<file path="src/rtl/mult_div_unit.sv">
// Iterative multicycle multiply/divide unit: shift-add multiply, restoring divide, sign fix-up pass.
// Optional mthi/mtlo write ports are enabled by defining MULTDIV_MTHILO_EN.
module mult_div_unit #(
    parameter int WIDTH = 32
) (
    input  logic             clk,
    input  logic             reset,
    input  logic             start_mult,
    input  logic             start_div,
    input  logic             is_signed,
    input  logic [WIDTH-1:0] a,
    input  logic [WIDTH-1:0] b,
`ifdef MULTDIV_MTHILO_EN
    input  logic             wr_hi,
    input  logic             wr_lo,
    input  logic [WIDTH-1:0] wr_data,
`endif
    output logic [WIDTH-1:0] hi,
    output logic [WIDTH-1:0] lo,
    output logic             busy,
    output logic             done,
    output logic             div_zero
);

    localparam int CW = $clog2(WIDTH);

    typedef enum logic [2:0] {IDLE, MULT, DIV, FIX, DONE} state_t;

    state_t           state, next_state;
    logic [CW-1:0]    cnt;
    logic [WIDTH-1:0] mcand;
    logic [WIDTH-1:0] p_hi, p_lo;
    logic             neg_res, neg_rem, is_mult, b_zero;

    logic             accept, a_neg, b_neg, last_iter;
    logic [WIDTH-1:0] a_mag, b_mag, rem_next;
    logic [WIDTH:0]   mult_sum, trial;
    logic [2*WIDTH-1:0] product;

    assign accept    = (state == IDLE) && (start_mult || start_div);
    assign a_neg     = is_signed && a[WIDTH-1];
    assign b_neg     = is_signed && b[WIDTH-1];
    assign a_mag     = a_neg ? -a : a;
    assign b_mag     = b_neg ? -b : b;
    assign last_iter = (cnt == CW'(WIDTH - 1));

    // p_hi/p_lo double as partial product + multiplier, or partial remainder + dividend/quotient
    assign mult_sum = {1'b0, p_hi} + (p_lo[0] ? {1'b0, mcand} : '0);
    assign trial    = {p_hi, p_lo[WIDTH-1]} - {1'b0, mcand};
    assign rem_next = trial[WIDTH] ? {p_hi[WIDTH-2:0], p_lo[WIDTH-1]} : trial[WIDTH-1:0];
    assign product  = {p_hi, p_lo};

    always_ff @(posedge clk or negedge reset) begin
        if (!reset) state <= IDLE;
        else        state <= next_state;
    end

    always_comb begin
        next_state = state;
        busy       = 1'b0;
        done       = 1'b0;
        case (state)
            IDLE: begin
                if (start_mult)     next_state = MULT;
                else if (start_div) next_state = DIV;
            end
            MULT: begin
                busy = 1'b1;
                if (last_iter) next_state = FIX;
            end
            DIV: begin
                busy = 1'b1;
                if (b_zero)         next_state = DONE;
                else if (last_iter) next_state = FIX;
            end
            FIX: begin
                busy       = 1'b1;
                next_state = DONE;
            end
            DONE: begin
                done       = 1'b1;
                next_state = IDLE;
            end
            default: next_state = IDLE;
        endcase
    end

    always_ff @(posedge clk or negedge reset) begin
        if (!reset) begin
            cnt      <= '0;
            mcand    <= '0;
            p_hi     <= '0;
            p_lo     <= '0;
            neg_res  <= 1'b0;
            neg_rem  <= 1'b0;
            is_mult  <= 1'b0;
            b_zero   <= 1'b0;
            hi       <= '0;
            lo       <= '0;
            div_zero <= 1'b0;
        end else begin
            case (state)
                IDLE: begin
                    if (accept) begin
                        is_mult  <= start_mult;
                        mcand    <= start_mult ? a_mag : b_mag;
                        p_lo     <= start_mult ? b_mag : a_mag;
                        p_hi     <= '0;
                        neg_res  <= a_neg ^ b_neg;
                        neg_rem  <= a_neg;
                        cnt      <= '0;
                        b_zero   <= (b == '0);
                        div_zero <= !start_mult && (b == '0);
                    end
`ifdef MULTDIV_MTHILO_EN
                    else begin
                        if (wr_hi) hi <= wr_data;
                        if (wr_lo) lo <= wr_data;
                    end
`endif
                end
                MULT: begin
                    {p_hi, p_lo} <= {mult_sum, p_lo[WIDTH-1:1]};
                    cnt          <= cnt + CW'(1);
                end
                DIV: begin
                    if (!b_zero) begin
                        p_hi <= rem_next;
                        p_lo <= {p_lo[WIDTH-2:0], ~trial[WIDTH]};
                        cnt  <= cnt + CW'(1);
                    end
                end
                FIX: begin
                    // remainder follows the dividend's sign, quotient/product the sign product
                    if (is_mult) begin
                        {hi, lo} <= neg_res ? -product : product;
                    end else begin
                        lo <= neg_res ? -p_lo : p_lo;
                        hi <= neg_rem ? -p_hi : p_hi;
                    end
                end
                default: ;
            endcase
        end
    end

endmodule

</file>
<file path="config.mk">
export PLATFORM = sky130hd
export DESIGN_NAME = mult_div_unit
export DESIGN_NICKNAME = d
export VERILOG_FILES = /design/src/rtl/mult_div_unit.sv
export SDC_FILE = /design/constraint.sdc
export NUM_CORES = 1
export LEC_CHECK = 0
export BUFFER_PORTS_ARGS = -buffer_cell sky130_fd_sc_hd__buf_4
export CAP_MARGIN = 20
export CORE_MARGIN = 1.5
export CORE_UTILIZATION = 54
export CTS_CLUSTER_DIAMETER = 150
export DETAILED_ROUTE_END_ITERATION = 8
export HOLD_SLACK_MARGIN = 0.02
export PLACE_DENSITY = 0.74
export SLEW_MARGIN = 10
export SYNTH_ARGS = -nofsm -noshare
export SYNTH_HDL_FRONTEND = slang
export SYNTH_SLANG_ARGS = --single-unit
export TNS_END_PERCENT = 5
</file>
<file path="constraint.sdc">
create_clock -name clk -period 3.69 [get_ports clk]
set_clock_uncertainty 0.1 [all_clocks]
set_input_delay 1.107 -clock clk [delete_from_list [all_inputs] [get_ports clk]]
set_output_delay 1.107 -clock clk [all_outputs]
set_load 0.05 [all_outputs]
</file>
**Word-level counts from Yosys, hierarchy flattened**

Cells that the tools add are included.

- $add $sub $neg: 8
- Multiply operators: 0
- Divide/modulo/power cells: 0
- $lt $le $gt $ge: 0
- Equality and inequality tests: 8
- Shift-type cells: 0
- Mux-type cells: 27
- Bitwise logic cells: 2
- Reductions and logical operators: 12

Operator list:

| cell | number |
|---|---|
| $mux 32 | 14 |
| $pmux 32 s3 | 2 |
| $neg 32->32 | 4 |
| $mux 64 | 1 |
| $neg 64->64 | 1 |
| $add 32x32->33 | 1 |
| $sub 33x32->33 | 1 |
| $logic_not 32->1 | 1 |
| $pmux 5 s3 | 1 |
| $mux 3 | 4 |
| $pmux 3 s4 | 1 |
| $mux 5 | 2 |
| $eq 3x2->1 const B | 2 |
| $add 5x1->5 const B | 1 |
| $eq 5x5->1 const B | 1 |
| $logic_and 1x1->1 | 4 |
| $ne 2x2->1 const B | 2 |
| $eq 3x1->1 const B | 1 |
| $eq 3x3->1 const B | 1 |
| $logic_not 3->1 | 1 |
| $ne 3x3->1 const B | 1 |
| $reduce_and 3->1 | 1 |
| $reduce_bool 3->1 | 1 |
| $reduce_or 3->1 | 1 |
| 6 further kinds | 7 |

- Register bits: 173
- Latch bits: 0
- RAM bits: 0
- Bits in read-only memories: 0
- Input bits: 69
- Output and inout bits: 67
- Memories kept: 0

**Logic depth before layout (Yosys ltp)**

- Depth after elaboration: 5
- Depth in mapped cells: 15
- Mapped depth without buffers: 13

**Worst setup path before layout**

No wires, ideal clock.

- Path type: input -> register
- Start point: input a[3]
- End point: register p_lo[27]
- Setup time: 0.135 ns
- Data arrival time: 3.335 ns
- Required time: 3.455 ns
- Path slack: 0.120 ns
- Stages: 9
- Path through: or4_1 nor4_1 nand3_1 o41ai_1 xnor2_1 o21ai_0 a21oi_1 a221oi_1 o21ai_0

- Longest elaborated chain between the ends: 5

Ends and longest elaborated chain:

| item | RTL line | source |
|---|---|---|
| start: declaration | 11 | `input logic [WIDTH-1:0] a,` |
| $neg 32->32 | 43 | `assign a_mag = a_neg ? -a : a;` |
| $mux 32 | 43 |  |
| $mux 32 | 107 | `p_lo <= start_mult ? b_mag : a_mag;` |
| $mux 32 | 104 | `if (accept) begin` |
| $pmux 32 s3 | 102 | `case (state)` |
| end signal: assignment | 107 |  |
| end signal: assignment | 123 | `{p_hi, p_lo} <= {mult_sum, p_lo[WIDTH-1:1]};` |
| end signal: assignment | 129 | `p_lo <= {p_lo[WIDTH-2:0], ~trial[WIDTH]};` |
| end: declaration | 32 | `logic [WIDTH-1:0] p_hi, p_lo;` |

No other way between the ends. The select of a mux whose other input is x is not followed.
A chain may end at the register's enable or synchronous reset.

**Worst setup path after layout**

- Start point: register p_lo[0]
- End point: register p_hi[28]

- Longest elaborated chain between the ends: 3

Ends and longest elaborated chain:

| item | RTL line | source |
|---|---|---|
| $mux 32 | 48 | `assign mult_sum = {1'b0, p_hi} + (p_lo[0] ? {1'b0, mcand} : '0);` |
| $add 32x32->33 | 48 |  |
| $pmux 32 s3 | 102 |  |
| end signal: assignment | 123 |  |
| end signal: assignment | 128 | `p_hi <= rem_next;` |
| end: declaration | 32 |  |

No other way between the ends.

==> run metrics <==
layout cell share with drive strength beyond 1=17.2%; top post-synthesis cells by area=dfrtp_1, o21ai_0, ha_1, nand2_1, xor2_1; Post-Synth Simple-Gate Area=19.3%; # setup viols final=0; RSZ-0062 raised after global routing=yes; Static Leakage=7.74 nW; Ys Warns=0; status=completed; Syn Nets=1948; Synth Area in XOR/XNOR=10.8%; GRT Residual Overflow=0; die width=165 µm; Cell Rows=59; Placed Instances=2327; WL/cell=19.9 µm; setup TNS=0 ns; worst skew pair latency=0.45 ns; post-synthesis adder-cell area fraction=6.46%; top-level I/O count=136; Routability Congestion=0.981; initial antenna violation count=0; Async S/R FF share, synth=100%; number of global-route vias before repair=13.6k; Routed Antenna Nets=0; top cells by instance count after synthesis=nand2_1, o21ai_0, dfrtp_1; peak supply drop=0.586 mV; initial drt markers=1550; WL final=47000 µm; Via density=6.19; GR Util All Layers=35.2%; DRC viols=0; count leader, synth=nand2_1; synthesis-stage register bit count=173; post-synthesis cell area=14200 µm²; Die H=165 µm; area of the core=25900 µm²; Slew @ Worst Pin=0.746 ns; CTS tree=done; Net count, final=2152; first-pass GRT wire length=73700 µm; Synth Flop Type=dfrtp_1; Worst Path Max Fanout=13; total power=18.7 mW; Slew HR=50.3%; Vias=14.6k; Initial Utilization=54.8%; register area share after synthesis=30.5%; fraction of synthesized area in multiplexers=2.64%; crit share post-route=96.3%; largest family of logic cells by synthesized area=compound AO/OA/AOI/OAI gates; Final Instance Count excl. Fillers=2359; clk sink count=173; Setup crit start kind=flip-flop; clock slew at reported path FFs=0.08 ns; number of fill cells=2269; PD cells=1090 nW/µm²; Pre-antenna DRT Iters=6; largest net degree at the start of global routing=116; WP data required=3.88 ns; TritonCTS buffer count=17; Achievable Freq=281 MHz; pre-CTS WS=-0.0334 ns; Mapped Cells=1807; Setup Crit Path Kind=reg -> reg; clk root buf=clkbuf_16; syn avg cell area=7.85 µm²; Antenna Cells=0; post-layout min period=3.55 ns; H-Tree Depth=4; Synth cell types=72; MaxCap Viol Count=0; complex-gate fraction of the synthesized area=25.7%; CP arrival=3.74 ns; Final WS setup=0.137 ns; hold buffers post-CTS=0; Hold Violations, Final=0; largest area contributor in the netlist=dfrtp_1; Area growth syn-to-layout=20.8%; Die Area=27300 µm²; CTS Buffer Depth=2; Post-synth EDFFs=0; crit path capture type=flip-flop; port bufs=135; count of pins over their slew limit=0; worst min-delay path class=reg -> reg; Hold Slack=0.383 ns; dpl hpwl=36800 µm; top-area cell type share of the netlist area=30.5%
repair_timing:
| item | 4_1_cts | 5_1_grt |
|---|---|---|
| gates resized for setup | 0 | 6 |
| endpoints found under the setup margin | 0 | 12 |
| setup buffers | 0 | 0 |
worst paths after layout:
check | start | slack (ns) | end | depth (start not counted)
max | p_lo[0] | 0.14 | p_hi[28] | 15
min | hi[9] | 0.38 | hi[9] | 2
max reg2reg | p_lo[0] | 0.14 | p_hi[28] | 15
min reg2reg | hi[9] | 0.38 | hi[9] | 2
max in group asynchronous | reset | 2.06 | p_lo[16] | 2
min in group asynchronous | reset | 0.60 | hi[13] | 1
registers in the layout (all words and copies together) (netlist names):
| name | flops |
|---|---|
| state | 3 |
| b_zero | 1 |
| div_zero | 1 |
| p_hi | 32 |
| neg_res | 1 |
| is_mult | 1 |
| mcand | 32 |
| cnt | 5 |
| p_lo | 32 |
| lo | 32 |
| hi | 32 |
| neg_rem | 1 |
metal layers:
metal	vias up	track usage [%]	share of wire [%]
met4	0	14.4	3.8
met5	-	0	0
met3	95	6.97	10
met2	698	54.4	44
li1	6949	-	-
met1	6854	48.2	42
critical path, stage by stage (launching register included):
cell,delay [ns]
dfrtp_1,0.41
inv_1,0.13
buf_12,0.15
nor2_1,0.05
ha_1,0.23
a211oi_1,0.31
o21ai_1,0.16
buf_4,0.18
o2111a_1,0.29
nor4bb_2,0.31
buf_4,0.18
o31a_1,0.20
o21ai_0,0.13
a31oi_1,0.22
xor2_1,0.21
o221ai_1,0.16
metrics by stage:
step	utilization, %	cell area [µm²]
after floorplan	-	14200
after CTS	66.1	17100
final	66.1	17100
after detailed placement	63.6	16500
after global placement	63.6	16500
after global routing	66.1	17100
area by class of cell:
type / count / area, µm² / area share (%)
Inverter: 60 / 225 / 1.31
Sequential cell: 173 / 4330 / 25.3
Clock buffer: 17 / 425 / 2.48
Tap cell: 335 / 419 / 2.45
Clock inverter: 15 / 215 / 1.26
Timing Repair Buffer: 293 / 2290 / 13.3
Multi-Input combinational cell: 1466 / 9230 / 53.9
cells by family after synthesis:
kind of cell,after synthesis
AOI/OAI and AO/OA,588
xor gates and xnor gates,175
adders and majority gates,72
buffers and inverters,168
DFF,173
muxes,37
and+or+nand+nor,594
where the power goes:
group          total [mW]  internal (mW)  switching [mW]  leakage, nW
logic                13.0           5.25            7.79         5.26
registers            3.67           2.81           0.858         2.17
clock network        1.96          0.956            1.01        0.309
total                18.7           9.01            9.65         7.74
layout by cell type (no fill, tap or decap), types with 31 or more instances in the layout:
master / count
o21ai_0: 221
buf_4: 284
xor2_1: 91
nand2_1: 230
a21oi_1: 119
inv_1: 60
nor3_1: 41
a221oi_1: 31
nor2_1: 158
xnor2_1: 84
dfrtp_1: 173
ha_1: 70
mux2i_1: 34
Note: power is estimated with default switching activity, not from simulation.
